===== config.mk =====
export PLATFORM = sky130hd
export DESIGN_NAME = analog_pad_sequencer
export DESIGN_NICKNAME = d
export VERILOG_FILES = /design/src/rtl/analog_pad_seq_pkg.sv /design/src/rtl/aps_step_timer.sv /design/src/rtl/analog_pad_sequencer.sv
export SDC_FILE = /design/constraint.sdc
export NUM_CORES = 1
export LEC_CHECK = 0
export ABC_AREA = 1
export CORE_MARGIN = 2
export CORE_UTILIZATION = 45
export DETAILED_ROUTE_END_ITERATION = 16
export GPL_TIMING_DRIVEN = 0
export MAX_ROUTING_LAYER = met4
export PLACE_DENSITY_LB_ADDON = 0.25
export SYNTH_ARGS = -nofsm -noshare
export SYNTH_HDL_FRONTEND = slang
export SYNTH_SLANG_ARGS = --single-unit

===== constraint.sdc =====
create_clock -name wb_clk_i -period 4.6 [get_ports wb_clk_i]
set_input_delay 0.92 -clock wb_clk_i [delete_from_list [all_inputs] [get_ports wb_clk_i]]
set_output_delay 0.92 -clock wb_clk_i [all_outputs]
set_load 0.05 [all_outputs]

===== src/rtl/analog_pad_seq_pkg.sv =====
// rtl/analog_pad_seq_pkg.sv - shared FSM states, register offsets and pad safe-state constants
package analog_pad_seq_pkg;

  typedef enum logic [1:0] {
    S_IDLE  = 2'd0,
    S_APPLY = 2'd1,
    S_WAIT  = 2'd2,
    S_DONE  = 2'd3
  } seq_state_t;

  localparam logic [4:0] OFF_CTRL     = 5'h00;
  localparam logic [4:0] OFF_TARGET   = 5'h04;
  localparam logic [4:0] OFF_DELAY    = 5'h08;
  localparam logic [4:0] OFF_STATUS   = 5'h0C;
  localparam logic [4:0] OFF_IO_STATE = 5'h10;

  localparam logic SAFE_OEB = 1'b1;
  localparam logic SAFE_OUT = 1'b0;

  function automatic logic [31:0] merge_bytes(input logic [31:0] cur,
                                               input logic [31:0] wdat,
                                               input logic [3:0]  sel);
    logic [31:0] res;
    for (int b = 0; b < 4; b++)
      res[8*b +: 8] = sel[b] ? wdat[8*b +: 8] : cur[8*b +: 8];
    return res;
  endfunction

endpackage


===== src/rtl/aps_step_timer.sv =====
// rtl/aps_step_timer.sv - loadable step-delay down-counter that saturates at zero
module aps_step_timer #(
  parameter int DLY_W = 16
) (
  input  logic             clk,
  input  logic             rst,
  input  logic             clear,
  input  logic             load,
  input  logic [DLY_W-1:0] load_val,
  output logic             expire
);

  logic [DLY_W-1:0] count;

  always_ff @(posedge clk) begin
    if (rst || clear)
      count <= '0;
    else if (load)
      count <= load_val;
    else if (count != '0)
      count <= count - 1'b1;
  end

  // Fires on the last of the D wait cycles so the next APPLY lands D+1 after the previous one.
  assign expire = (count == DLY_W'(1));

endmodule


===== src/rtl/analog_pad_sequencer.sv =====
// rtl/analog_pad_sequencer.sv - Wishbone-controlled one-pin-at-a-time pad sequencer; irq enabled by ANALOG_PAD_SEQ_IRQ_EN
module analog_pad_sequencer
  import analog_pad_seq_pkg::*;
#(
  parameter logic [31:0] BASE_ADDR = 32'h3000_0100,
  parameter int          NPINS     = 6,
  parameter int          DLY_W     = 16
) (
  input  logic             wb_clk_i,
  input  logic             wb_rst_i,
  input  logic             wbs_cyc_i,
  input  logic             wbs_stb_i,
  input  logic             wbs_we_i,
  input  logic [3:0]       wbs_sel_i,
  input  logic [31:0]      wbs_adr_i,
  input  logic [31:0]      wbs_dat_i,
  output logic             wbs_ack_o,
  output logic [31:0]      wbs_dat_o,
  output logic [NPINS-1:0] io_out,
  output logic [NPINS-1:0] io_oeb,
  output logic             seq_busy,
  output logic             irq
);

  localparam logic [2:0] LAST_STEP = 3'(NPINS - 1);

  seq_state_t       state;
  logic [2:0]       step;
  logic             done_q;
  logic [NPINS-1:0] target_oeb, target_out, sh_oeb, sh_out;
  logic [DLY_W-1:0] delay_q, sh_dly;
  logic [2:0]       off_w;
  logic             hit, acc, wr;
  logic             ctl_wr, start_req, abort_req, done_clr;
  logic             tmr_load, tmr_expire;
  logic [31:0]      rdata, cur_tgt, tgt_m, dly_m;

  assign hit = wbs_cyc_i && wbs_stb_i &&
               (wbs_adr_i >= BASE_ADDR) && (wbs_adr_i <= BASE_ADDR + 32'h1F);
  // Holding off while ack is high keeps a held strobe from being acked twice in a row.
  assign acc   = hit && !wbs_ack_o;
  assign wr    = acc && wbs_we_i;
  assign off_w = wbs_adr_i[4:2] - BASE_ADDR[4:2];

  assign ctl_wr    = wr && (off_w == OFF_CTRL[4:2]) && wbs_sel_i[0];
  assign abort_req = ctl_wr && wbs_dat_i[1];
  assign start_req = ctl_wr && wbs_dat_i[0] && !wbs_dat_i[1];
  assign done_clr  = wr && (off_w == OFF_STATUS[4:2]) && wbs_sel_i[0] && wbs_dat_i[1];

  always_comb begin
    cur_tgt = '0;
    cur_tgt[NPINS-1:0] = target_oeb;
    cur_tgt[8 +: NPINS] = target_out;
    tgt_m = merge_bytes(cur_tgt, wbs_dat_i, wbs_sel_i);
    dly_m = merge_bytes(32'(delay_q), wbs_dat_i, wbs_sel_i);
  end

  always_comb begin
    rdata = '0;
    case (off_w)
      OFF_TARGET[4:2]: rdata = cur_tgt;
      OFF_DELAY[4:2]:  rdata[DLY_W-1:0] = delay_q;
      OFF_STATUS[4:2]: begin
        rdata[0]    = seq_busy;
        rdata[1]    = done_q;
        rdata[10:8] = step;
      end
      OFF_IO_STATE[4:2]: begin
        rdata[NPINS-1:0]  = io_oeb;
        rdata[8 +: NPINS] = io_out;
      end
      default: rdata = '0;
    endcase
  end

  always_ff @(posedge wb_clk_i) begin
    if (wb_rst_i) begin
      wbs_ack_o  <= 1'b0;
      wbs_dat_o  <= '0;
      target_oeb <= '0;
      target_out <= '0;
      delay_q    <= '0;
    end else begin
      wbs_ack_o <= acc;
      wbs_dat_o <= (acc && !wbs_we_i) ? rdata : '0;
      if (wr && off_w == OFF_TARGET[4:2]) begin
        target_oeb <= tgt_m[NPINS-1:0];
        target_out <= tgt_m[8 +: NPINS];
      end
      if (wr && off_w == OFF_DELAY[4:2])
        delay_q <= dly_m[DLY_W-1:0];
    end
  end

  assign tmr_load = (state == S_APPLY) && (sh_dly != '0) && !abort_req;

  aps_step_timer #(.DLY_W(DLY_W)) u_timer (
    .clk      (wb_clk_i),
    .rst      (wb_rst_i),
    .clear    (abort_req),
    .load     (tmr_load),
    .load_val (sh_dly),
    .expire   (tmr_expire)
  );

  always_ff @(posedge wb_clk_i) begin
    if (wb_rst_i) begin
      state    <= S_IDLE;
      step     <= '0;
      done_q   <= 1'b0;
      seq_busy <= 1'b0;
      sh_oeb   <= '0;
      sh_out   <= '0;
      sh_dly   <= '0;
      io_oeb   <= {NPINS{SAFE_OEB}};
      io_out   <= {NPINS{SAFE_OUT}};
    end else begin
      if (done_clr)
        done_q <= 1'b0;
      if (abort_req) begin
        state    <= S_IDLE;
        step     <= '0;
        done_q   <= 1'b0;
        seq_busy <= 1'b0;
        io_oeb   <= {NPINS{SAFE_OEB}};
        io_out   <= {NPINS{SAFE_OUT}};
      end else begin
        case (state)
          S_IDLE: if (start_req) begin
            sh_oeb <= target_oeb;
            sh_out <= target_out;
            sh_dly <= delay_q;
            step   <= '0;
            done_q <= 1'b0;
            state  <= S_APPLY;
          end
          S_APPLY: begin
            io_oeb[step] <= sh_oeb[step];
            io_out[step] <= sh_out[step];
            seq_busy     <= 1'b1;
            if (sh_dly != '0)
              state <= S_WAIT;
            else if (step == LAST_STEP)
              state <= S_DONE;
            else
              step <= step + 3'd1;
          end
          S_WAIT: if (tmr_expire) begin
            if (step == LAST_STEP)
              state <= S_DONE;
            else begin
              step  <= step + 3'd1;
              state <= S_APPLY;
            end
          end
          S_DONE: begin
            done_q   <= 1'b1;
            seq_busy <= 1'b0;
            state    <= S_IDLE;
          end
          default: state <= S_IDLE;
        endcase
      end
    end
  end

`ifdef ANALOG_PAD_SEQ_IRQ_EN
  always_ff @(posedge wb_clk_i) begin
    if (wb_rst_i)
      irq <= 1'b0;
    else
      irq <= (state == S_DONE) && !abort_req;
  end
`else
  assign irq = 1'b0;
`endif

endmodule


==> qor.csv <==
stage,metric,value,unit
run_status,status,"finished, final reports clean",
timing,worst_slew_pin_slew,0.633,ns
timing,fin_skew,0.00871,ns
grt,grt_start_max_net_pins,20,
power_and_ir_drop,p_per_area,364,nW/um^2
final_layout,synthToLayoutAreaGrowth,26.2,%
grt,grt_util_all_layers,23.5,%
final_layout,final_layout_size_suffix_gt1_share,8.97,%
worst_setup_path,worst_ep_required_time,4.88,ns
floorplanning,initial_utilization,46.0,%
drt,wirelength,14.0,mm
timing,drv_slew,0,
final_layout,nets,957,
grt,antenna_found_initial,0,
worst_setup_path,critPathKind,in2reg,
timing,report.final.hold_viol_count,0,
yosys,synth_cell_type_count,42,
drt,drt_iter0_drc,352,
clock_tree,cts_sinks,108,
final_layout,antenna_cells,0,
timing,slew_headroom,57.3,%
yosys,synth_cells,767,
yosys,synth_fa_ha_area_share,1.90,%
timing,finalSetupViolCount,0,
place,gp_congestion,0.884,
floorplanning,core_area,11400,sq um
worst_setup_path,start_kind,primary input,
drt,viasPerCell,4.85,
clock_tree,cts_hold_buffers,0,
floorplanning,fp.dieW,112,um
worst_setup_path,regToRegSetupSlack,2.73,ns
clock_tree,post_cts_buffers,0,
yosys,yosys_warnings,0,
yosys,ys_seq_elements,108,
yosys,yosys.area_share.simple,33.7,%
timing,layout_min_cycle_time,2.53,ns
clock_tree,cts_tree,built,
clock_tree,clock_path_buffers,2,
yosys,synth-compound-area-share,11.1,%
grt,globalRouteOverflowTotal,0,
drt,drc,0,
clock_tree,cts-buffers-inserted,9,
yosys,synthArstFlopShare,0,%
place,place_inst,1008,
timing,rsz0062_at_grt,false,
timing,finalWorstSetupSlack,2.07,ns
clock_tree,cts-root-buf,clkbuf_16,
final_layout,num-fill-cells,1099,
worst_setup_path,critPathMaxFanout,7,
final_layout,final_util,58.1,%
timing,finalCritPeriodShare,55.0,%
grt,grt_pass1_wl,23.1,mm
yosys,synth_top_family_by_area,simple AND/OR/NAND/NOR gates,
clock_tree,clock_latency,0.36,ns
drt,num_vias,4963,
timing,max_freq,0.395,GHz
place,detailed_place_hpwl,10.6,mm
yosys,synthMuxAreaShare,0,%
yosys,yosys.area_share.xor_xnor,0.833,%
place,pre_cts_ws,1.68,ns
clock_tree,path_clk_slew,0.08,ns
floorplanning,die_y,112,um
clock_tree,htree_levels,3,
timing,finalSetupTns,0,ns
grt,grt_pass1_vias,4707,
job,maxCapViolCount,0,
yosys,synth_edf_count,0,
floorplanning,dieArea,12600,sq um
final_layout,fin_cells,1024,
floorplanning,io_pins,120,
drt,post_drt_wl_per_cell,13.7,um
power_and_ir_drop,leakage,3.03,nW
final_layout,final_cell_mix,"nor2_1, nand2_1, dfxtp_1",
clock_tree,ctsResizeCount,0,
place,portBuffers,82,
final_layout,layout_commonest_cell,nor2_1,
min_path,hp-class,reg2reg,
yosys,ys_seq_area_share,41.1,%
floorplanning,fp-row-count,39,
drt,postRouteAntennaNets,0,
worst_setup_path,cp.arrival,2.81,ns
yosys,syn-cell-area,5260,sq um
yosys,synth_area_per_cell,6.85,sq um
yosys,ys.flop_type,dfxtp_1,
worst_setup_path,endpoint_kind,flop,
drt,drt_pass1_iterations,6,
power_and_ir_drop,worst_ir_drop_vdd,0.326,mV
[worst paths after layout]
path,end,startpoint,cells past startpoint
max reg2reg,u_timer.count[3],state[1],9
min reg2reg,wbs_dat_o[15],delay_q[15],2
max,wbs_dat_o[3],wbs_adr_i[23],10
min,wbs_dat_o[15],delay_q[15],2
[sequential cells by signal (all words and copies together) (netlist names)]
signal,flops
sh_oeb,6
target_out,6
sh_out,6
target_oeb,6
delay_q,16
wbs_dat_o,16
done_q,1
step,3
u_timer.count,16
io_oeb,6
state,2
seq_busy,1
io_out,6
wbs_ack_o,1
sh_dly,16
[metrics by stage]
stage                     instance area [sq um]  power, mW  hold slack (ns)
after floorplan                            5320       1.47            0.431
after global placement                     6320       1.60            0.464
after detailed placement                   6320       1.61            0.466
after CTS                                  6640       2.42            0.477
after global routing                       6640       2.55            0.495
final                                      6640       2.42            0.471
[area by class of cell]
| type | count | area, sq um | area share, % |
|---|---|---|---|
| Tap cell | 143 | 179 | 2.70 |
| Buffer | 40 | 297 | 4.47 |
| Timing Repair Buffer | 82 | 821 | 12.4 |
| Inverter | 78 | 293 | 4.41 |
| Clock buffer | 10 | 239 | 3.60 |
| Multi-Input combinational cell | 557 | 2570 | 38.7 |
| Clock inverter | 6 | 81.3 | 1.23 |
| Sequential cell | 108 | 2160 | 32.6 |
[report_power, final]
part / switching (mW) / leakage (nW) / internal (mW) / total (mW)
sequential: 0.0361 / 0.872 / 0.986 / 1.02
combinational: 0.343 / 2.00 / 0.226 / 0.569
clock: 0.378 / 0.156 / 0.448 / 0.826
[synth_stat cells (3+ instances only)]
master / number / share of area (%)
o21ai_1: 21 / 2.0
nand2_1: 168 / 12
ha_1: 8 / 1.9
a21oi_1: 26 / 2.5
inv_1: 74 / 5.3
o21ai_0: 36 / 3.4
nand2_2: 6 / 0.71
inv_2: 3 / 0.21
a31oi_1: 6 / 0.71
nor2_4: 3 / 0.64
nand4_1: 4 / 0.48
xnor2_1: 3 / 0.50
buf_4: 20 / 2.9
nand3_1: 27 / 2.6
o22ai_1: 6 / 0.71
nor2_1: 194 / 14
buf_2: 10 / 0.95
clkbuf_1: 5 / 0.36
a221oi_1: 5 / 0.83
dfxtp_1: 108 / 41
nor2_2: 4 / 0.48
[critical path: stages]
cell             delay [ns]
clkdlybuf4s50_1        0.40
nor2_1                 0.13
nand2_1                0.07
nor2_2                 0.13
nand2_2                0.07
nor2_4                 0.21
nand2_1                0.10
nor2_1                 0.26
nand2_1                0.27
a31oi_1                0.24
[cell families after synthesis]
kind of cell               count (synthesis)
AOI/OAI and AO/OA                        106
xor gates and xnor gates                   5
adders and majority gates                  8
buffers and inverters                    118
DFF                                      108
other                                      1
and+or+nand+nor                          421
[metal layers]
layer	wire length (um)	GRT usage, %	vias up	part of all wire (%)
li1	-	-	2592	-
met1	6350	29.9	2189	45
met2	6510	37.7	151	46
met3	759	4.48	31	5.4
met4	404	8.54	0	2.9
met5	0	-	-	0
(Power assumes the default switching activity.)
